==> config.mk <==
export PLATFORM = sky130hd
export DESIGN_NAME = dmem_store_buffer
export DESIGN_NICKNAME = d
export VERILOG_FILES = /design/src/rtl/dmem_store_buffer.sv
export SDC_FILE = /design/constraint.sdc
export NUM_CORES = 2
export LEC_CHECK = 0
export BUFFER_PORTS_ARGS = -buffer_cell sky130_fd_sc_hd__buf_2
export CAP_MARGIN = 20
export CELL_PAD_IN_SITES_DETAIL_PLACEMENT = 1
export CELL_PAD_IN_SITES_GLOBAL_PLACEMENT = 1
export CORE_MARGIN = 2
export CORE_UTILIZATION = 45
export CTS_BUF_LIST = sky130_fd_sc_hd__clkbuf_16
export CTS_CLUSTER_SIZE = 24
export DETAILED_ROUTE_END_ITERATION = 16
export PLACE_DENSITY_LB_ADDON = 0.15
export SETUP_SLACK_MARGIN = 0.2
export SYNTH_ARGS = -nofsm -noshare
export SYNTH_HDL_FRONTEND = slang
export SYNTH_SLANG_ARGS = --single-unit
==> constraint.sdc <==
create_clock -name clk -period 5.35 [get_ports clk]
set_input_delay 0.2675 -clock clk [delete_from_list [all_inputs] [get_ports clk]]
set_output_delay 0.2675 -clock clk [all_outputs]
set_load 0.01 [all_outputs]
==> src/rtl/dmem_store_buffer.sv <==
// rtl/dmem_store_buffer.sv - data-memory responder with FIFO store buffer, word RAM and store-to-load forwarding
module dmem_store_buffer #(
   parameter int RAM_WORDS = 64,
   parameter int SB_DEPTH  = 4
) (
   input  logic        clk,
   input  logic        reset,
   input  logic [1:0]  memwrite,
   input  logic        memread,
   input  logic [31:0] dataadr,
   input  logic [31:0] writedata,
   output logic [31:0] readdata,
   output logic        stall,
   output logic        sb_empty,
   output logic        align_err
);

   localparam int AW = $clog2(RAM_WORDS);
   localparam int PW = $clog2(SB_DEPTH);

   logic [31:0]   ram_q     [RAM_WORDS];
   logic [AW-1:0] sb_idx_q  [SB_DEPTH];
   logic [3:0]    sb_be_q   [SB_DEPTH];
   logic [31:0]   sb_data_q [SB_DEPTH];

   logic [PW-1:0] head_q, head_d;
   logic [PW-1:0] tail_q, tail_d;
   logic [PW:0]   count_q, count_d;
   logic          align_err_q, align_err_d;

   logic [AW-1:0] addr_idx;
   logic [1:0]    lane;
   logic          st_req, st_ok, full, enq, drain;
   logic [3:0]    st_be;
   logic [31:0]   st_data;
   logic [31:0]   rd_word;
   logic          unused_addr;

   assign addr_idx    = dataadr[AW+1:2];
   assign lane        = dataadr[1:0];
   assign unused_addr = ^dataadr[31:AW+2];

   // Store data is replicated across lanes so the BE alone selects what lands.
   always_comb begin
      st_ok   = 1'b0;
      st_be   = 4'b0000;
      st_data = 32'h0;
      case (memwrite)
         2'b01: begin
            st_ok   = 1'b1;
            st_be   = 4'b0001 << lane;
            st_data = {4{writedata[7:0]}};
         end
         2'b10: begin
            st_ok   = ~dataadr[0];
            st_be   = dataadr[1] ? 4'b1100 : 4'b0011;
            st_data = {2{writedata[15:0]}};
         end
         2'b11: begin
            st_ok   = (lane == 2'b00);
            st_be   = 4'b1111;
            st_data = writedata;
         end
         default: ;
      endcase
   end

   assign st_req = (memwrite != 2'b00);
   assign full   = (count_q == (PW+1)'(SB_DEPTH));
   assign stall  = st_req & st_ok & full;
   assign enq    = st_req & st_ok & ~full;
   assign drain  = (count_q != '0) & ~memread;

   always_comb begin
      head_d      = head_q;
      tail_d      = tail_q;
      count_d     = count_q;
      align_err_d = align_err_q | (st_req & ~st_ok);
      if (enq)   tail_d = tail_q + 1'b1;
      if (drain) head_d = head_q + 1'b1;
      if (enq && !drain)      count_d = count_q + 1'b1;
      else if (!enq && drain) count_d = count_q - 1'b1;
   end

   always_ff @(posedge clk or negedge reset) begin
      if (!reset) begin
         head_q      <= '0;
         tail_q      <= '0;
         count_q     <= '0;
         align_err_q <= 1'b0;
      end else begin
         head_q      <= head_d;
         tail_q      <= tail_d;
         count_q     <= count_d;
         align_err_q <= align_err_d;
      end
   end

   always_ff @(posedge clk) begin
      if (enq) begin
         sb_idx_q[tail_q]  <= addr_idx;
         sb_be_q[tail_q]   <= st_be;
         sb_data_q[tail_q] <= st_data;
      end
   end

   always_ff @(posedge clk) begin
      if (drain) begin
         for (int l = 0; l < 4; l++) begin
            if (sb_be_q[head_q][l])
               ram_q[sb_idx_q[head_q]][8*l +: 8] <= sb_data_q[head_q][8*l +: 8];
         end
      end
   end

   // Walk oldest to youngest so the youngest matching byte overrides.
   always_comb begin
      rd_word = ram_q[addr_idx];
      for (int k = 0; k < SB_DEPTH; k++) begin
         if (((PW+1)'(k) < count_q) && (sb_idx_q[head_q + PW'(k)] == addr_idx)) begin
            for (int l = 0; l < 4; l++) begin
               if (sb_be_q[head_q + PW'(k)][l])
                  rd_word[8*l +: 8] = sb_data_q[head_q + PW'(k)][8*l +: 8];
            end
         end
      end
   end

   assign readdata  = rd_word;
   assign sb_empty  = (count_q == '0);
   assign align_err = align_err_q;

endmodule
Yosys cells after proc, flatten, opt, wreduce, memory -nomap -nowiden
Memories as Yosys holds them, arrays and structs flattened. Cells that the tools add are included.

Output and inout port bits: 35. Register bits after elaboration: 8. Input bits: 69. Bits in latches: 0. Memory bits (read-only): 0. Memory bits (writable): 2216. Memories kept: 4. Word-level logic and storage cells: 90.

Divide/modulo/power cells: 0. $add $sub $neg: 6. Multipliers: 0. Reductions and logical operators: 13. Bitwise logic cells: 10. $lt $le $gt $ge: 4. Equality and inequality tests: 8. Muxes and demuxes: 40. Shift-type cells: 1.

Memory list: ram_q (words 64, bits a word 32, read ports 1, clocked after memory_dff 0, wr ports 1, line 21) `logic [31:0] ram_q [RAM_WORDS];`; sb_data_q (words 4, bits a word 32, read ports 4, clocked after memory_dff 0, wr ports 1, line 24) `logic [31:0] sb_data_q [SB_DEPTH];`; sb_idx_q (words 4, bits a word 6, read ports 4, clocked after memory_dff 0, wr ports 1, line 22) `logic [AW-1:0] sb_idx_q [SB_DEPTH];`; sb_be_q (words 4, bits a word 4, read ports 4, clocked after memory_dff 0, wr ports 1, line 23) `logic [3:0] sb_be_q [SB_DEPTH];`.

Operator list (count): $mux 32 (4); $mux 8 (16); $pmux 32 s3 (1); $eq 6x6->1 (4); $mux 1 (14); $pmux 4 s3 (1); $logic_and 1x1->1 (6); $lt 1x3->1 const A (2); $lt 2x3->1 const A (2); $mux 3 (2); $and 1x1->1 (5); $add 2x1->2 const B (2); $add 2x2->2 const B (2); $eq 2x2->1 const B (2); $mux 4 (1); $not 1->1 (4); $reduce_bool 2->1 (2); $shl 1x2->4 const A (1); $add 3x1->3 const B (1); $eq 3x3->1 const B (1); $logic_not 3->1 (1); $pmux 1 s3 (1); $reduce_bool 3->1 (1); $sub 3x1->3 const B (1); 4 further kinds (5).

Depth between registers and ports, before layout
An unclocked memory read counts as a cell.

Word-level depth: 10. Gate-level depth with buffers: 14. Mapped depth without buffers: 9.

Worst setup path after synthesis
OpenSTA, ideal clock, no wires.

Path kind: flip-flop to output port. From: register head_q[0]. To: output readdata[25]. Path buffers: 7. Stages on the path, launching flop included: 12. Slack: 0.789 ns. Data required time: 5.083 ns. Arrival time: 4.294 ns. Cells stage by stage: dfrtp_1 > buf_6 > buf_4 > buf_4 > buf_6 > buf_4 > buf_2 > buf_2 > mux2i_1 > a21oi_1 > and3_1 > o41a_1.

Cells in the longest elaborated chain, start to end: 10. Elaborated cells between the ends (all ways): 22. Classes of those cells: 3 x add/sub; 4 x eq/ne; 8 x mux; 4 x reduce/logical; 3 x memory.

Ends and longest elaborated chain: from (decl) (line 26) `logic [PW-1:0] head_q, head_d;`; from (signal assigned) (line 87) `head_q <= '0;`; from (signal assigned) (line 92) `head_q <= head_d;`; parallel branches: the longest is 9 deep, another holds $mem_v2 4x6; $mux 32 * (line 120) `if (((PW+1)'(k) < count_q) && (sb_idx_q[head_q + PW'(k)] == addr_idx)) begin`; to (decl) (line 12) `output logic [31:0] readdata,`.

Every way passes the cells marked *.

Worst setup path after layout
From: register head_q[0]. To: output readdata[18].

Same word-level chain as after synthesis.

==> out/metrics.cfg <==
[power_and_ir_drop]
ir_worst_vdd_mv = 0.401
static-leakage-power_nw = 32.8
finalPower_mw = 50.1
p_per_area_nw_per_um2 = 484

[timing]
rsz0062_at_grt = true
layout_min_cycle_time_ns = 5.03
hold_viol = 0
period_share_pct = 94.1
slew_violations = 0
tns_ns = 0
finalSetupViolations = 0
clock-skew-final_ns = 0.0335
worst_pin_slew_ns = 1.16
max_freq_ghz = 0.199
slew_headroom_pct = 22.2

[detailed_routing]
wl_mm = 257
ant_nets = 0
viasPerCell = 6.16
via_count = 47300
drc = 0
drt_iter0_drc = 5313
wire_per_inst_um = 33.5
first_pass_iters = 5

[clock_network]
cts.root.buffer_cell = clkbuf_16
clk_latency_ns = 0.89
cts_sinks = 2224
cts_tree = yes
clockBufferDepth = 3
htreeDepth = 4
cts.clk_slew.worst_paths_ns = 0.06
cts_buffers = 227

[yosys]
ys_seq_elements = 2224
syn_nets = 4569
syn_inst = 4491
synth_edf_count = 2216
ys.flop_type = edfxtp_1
synth_cell_types = 81
syn_area_per_cell_sq_um = 20.2
synth_seq_area_share_pct = 73.5
yosys_warnings = 0
syn_area_sq_um = 90800
async_reset_ff_share_pct = 0.360

[setup_path]
cpPeakStageDelay_ns = 0.64
cp_num_buf_inv = 2
setup.worst_path.end_class = output port
r2r_cells = 7
start_kind = flip-flop
critPathTopFamily = simple AND/OR/NAND/NOR gates
r2r_setup_slack_ns = 0.76
r2r_start = head_q[0]$_DFFE_PN0P_
worstPathRequired_ns = 5.08
critPathSlowestCell = dfrtp_4
reg2reg_to = ram_q[12][11]$_DFFE_PP_
worstPathCellList = buf_4 -> mux2_2 -> mux2_2 -> nand4_1 -> or2_1 -> nand4_1 -> o211ai_1 -> a21oi_1 -> buf_2
cp.arrival_ns = 4.77
crit_type = reg2out
path_max_fanout = 41

[grt]
grt_usage_pct = 25.2
grt_pass1_vias = 48800
overflow = 0
grt_pass1_wl_mm = 368
grt_max_degree = 123
antenna_found_initial = 8

[finish]
utilization_pct = 51.7
fillers = 17700
antenna-diode-count = 0
multi_input_area_sq_um = 22800
area_delta_synth_final_pct = 14.0
drive_gt1_share_pct = 28.2
layout.nets = 4905
regArea_sq_um = 66800

[place]
io_buffer_count = 79
gp_congestion = 0.848
dp_hpwl_mm = 163

[worst_hold_path]
min_to = sb_data_q[0][27]$_DFFE_PP_
hp-class = in2reg
holdPathStages = 3
hold_start = writedata[27]

[floorplan]
die_h_um = 453
die_area_sq_um = 205000
io_pins = 104
die_w_um = 453
fp-row-count = 164
start_util_pct = 45.4
fp.coreArea_sq_um = 200000

[run_status]
status = finished, final reports clean

[flow_run]
maxCapViolations = 0

## sequential cells by signal (all words and copies together) (netlist names)
name / flops
sb_data_q: 128
tail_q: 2
count_q: 3
sb_idx_q: 24
sb_be_q: 16
head_q: 2
ram_q: 2048
align_err: 1
## per-stage QoR
stage / setup WS, ns / hold WS (ns) / cell area, sq um / instances
after floorplan: 0.789 / -0.0281 / 90800 / 4491
after CTS: 0.293 / 0.0269 / 103000 / 7675
final: 0.316 / 0.113 / 103000 / 7679
after global routing: 0.104 / 0.0755 / 103000 / 7679
after detailed placement: 0.621 / 0.156 / 95500 / 7208
after global placement: 0.548 / 0.156 / 95500 / 7207
## Yosys cell counts (5+ instances only)
cell type,number,area share [%]
edfxtp_1,2216,73
mux4_2,635,16
nor2_1,340,1.4
nand2_1,152,0.63
clkbuf_1,119,0.49
mux2i_1,117,1.3
buf_2,97,0.53
a21oi_1,76,0.42
mux2_2,73,0.91
o21ai_0,55,0.30
nor2b_1,46,0.32
a22oi_1,45,0.37
a211oi_1,42,0.35
buf_1,35,0.14
a22o_1,30,0.29
nor3_1,30,0.17
nand3_1,29,0.16
o22ai_1,28,0.19
xnor2_1,25,0.24
o211ai_1,23,0.19
buf_4,19,0.16
nand2b_1,18,0.12
and2_1,16,0.11
inv_1,16,0.066
a31oi_1,13,0.090
a221oi_1,12,0.12
nand4_1,11,0.076
and3_1,9,0.062
ha_1,9,0.12
a2111oi_0,8,0.077
dfrtp_1,8,0.22
nor4_1,8,0.055
o21ai_1,8,0.044
o31a_1,8,0.077
a311o_1,6,0.066
o22a_1,6,0.058
xor2_1,6,0.058
buf_6,5,0.062
or2_2,5,0.034
## cells by family (layout without fill, tap and decap cells)
family | Yosys count | after routing | share of synthesized area, %
AOI/OAI and AO/OA | 419 | 419 | 3.27
xor gates and xnor gates | 31 | 31 | 0.299
and+or+nand+nor | 688 | 688 | 3.34
adders and majority gates | 9 | 9 | 0.124
buffers and inverters | 294 | 826 | 1.47
DFF | 2224 | 2224 | 73.5
muxes | 826 | 826 | 18.0
## repair_timing
| action | 4_1_cts | 5_1_grt |
|---|---|---|
| hold buffers | 41 | 0 |
| endpoints found under the setup margin | 10 | 7 |
| hold endpoints to repair | 145 | 0 |
| pin swaps | 0 | 0 |
| setup buffers | 1 | 0 |
| resized for setup | 2 | 3 |
## worst max-delay path by stage
stage / from / to / cells after the start
final: head_q[0]$_DFFE_PN0P_ / readdata[18] / 9
after global routing: head_q[0]$_DFFE_PN0P_ / readdata[20] / 9
after CTS: head_q[0]$_DFFE_PN0P_ / readdata[31] / 8
after detailed placement: dataadr[3] / readdata[16] / 11
after global placement: dataadr[3] / readdata[16] / 11
after floorplan: head_q[0]$_DFFE_PN0P_ / readdata[25] / 11
## routing by layer
| metal | up-vias | global-route usage, % | part of all wire (%) |
|---|---|---|---|
| li1 | 19400 | - | - |
| met1 | 25800 | 37.2 | 44 |
| met5 | - | 0 | 0.0082 |
| met3 | 317 | 4.95 | 7.4 |
| met2 | 1744 | 38.7 | 46 |
| met4 | 4 | 6.24 | 2.2 |
## final cells by class
| type | count | area share (%) |
|---|---|---|
| sequential | 2224 | 64.5 |
| multi-input combinational | 1973 | 22.1 |
| clock buffer | 229 | 5.54 |
| tap | 2656 | 3.21 |
| timing repair buffer | 382 | 2.96 |
| clock inverter | 196 | 1.63 |
| inverter | 19 | 0.0726 |
## power breakdown
group	switching [mW]	internal, mW	leakage, nW
clock	6.83	8.98	3.78
combinational	7.99	2.67	8.99
sequential	0.358	23.3	20.1
total	15.2	34.9	32.8
## worst min-delay path, delay by kind of cell
| family | cells | cell delay (ns) |
|---|---|---|
| buf+inv | 1 | 0.08 |
| compound gates | 1 | 0.31 |
| mux | 1 | 0.15 |
## cell usage in the layout (no fill, tap or decap), drive strengths merged, types with 8 or more instances in the layout
cell and count:
mux2i 117, o22ai 28, mux4 635, buf 340, dfrtp 8, clkinv 123
bufinv 25, o31a 8, or2 11, o211ai 24, nor3 31, a21oi 76
nand2 152, o21ai 65, nand2b 18, nor4 8, a31oi 13, a211oi 42
a221oi 14, edfxtp 2216, a2111oi 8, dlygate4sd3 41, nand3 30, a22oi 45
inv 61, nand4 11, xnor2 25, and3 9, nor2b 46, a22o 30
ha 9, mux2 74, and2 17, nor2 340, clkbuf 229
(Power assumes the default switching activity.)
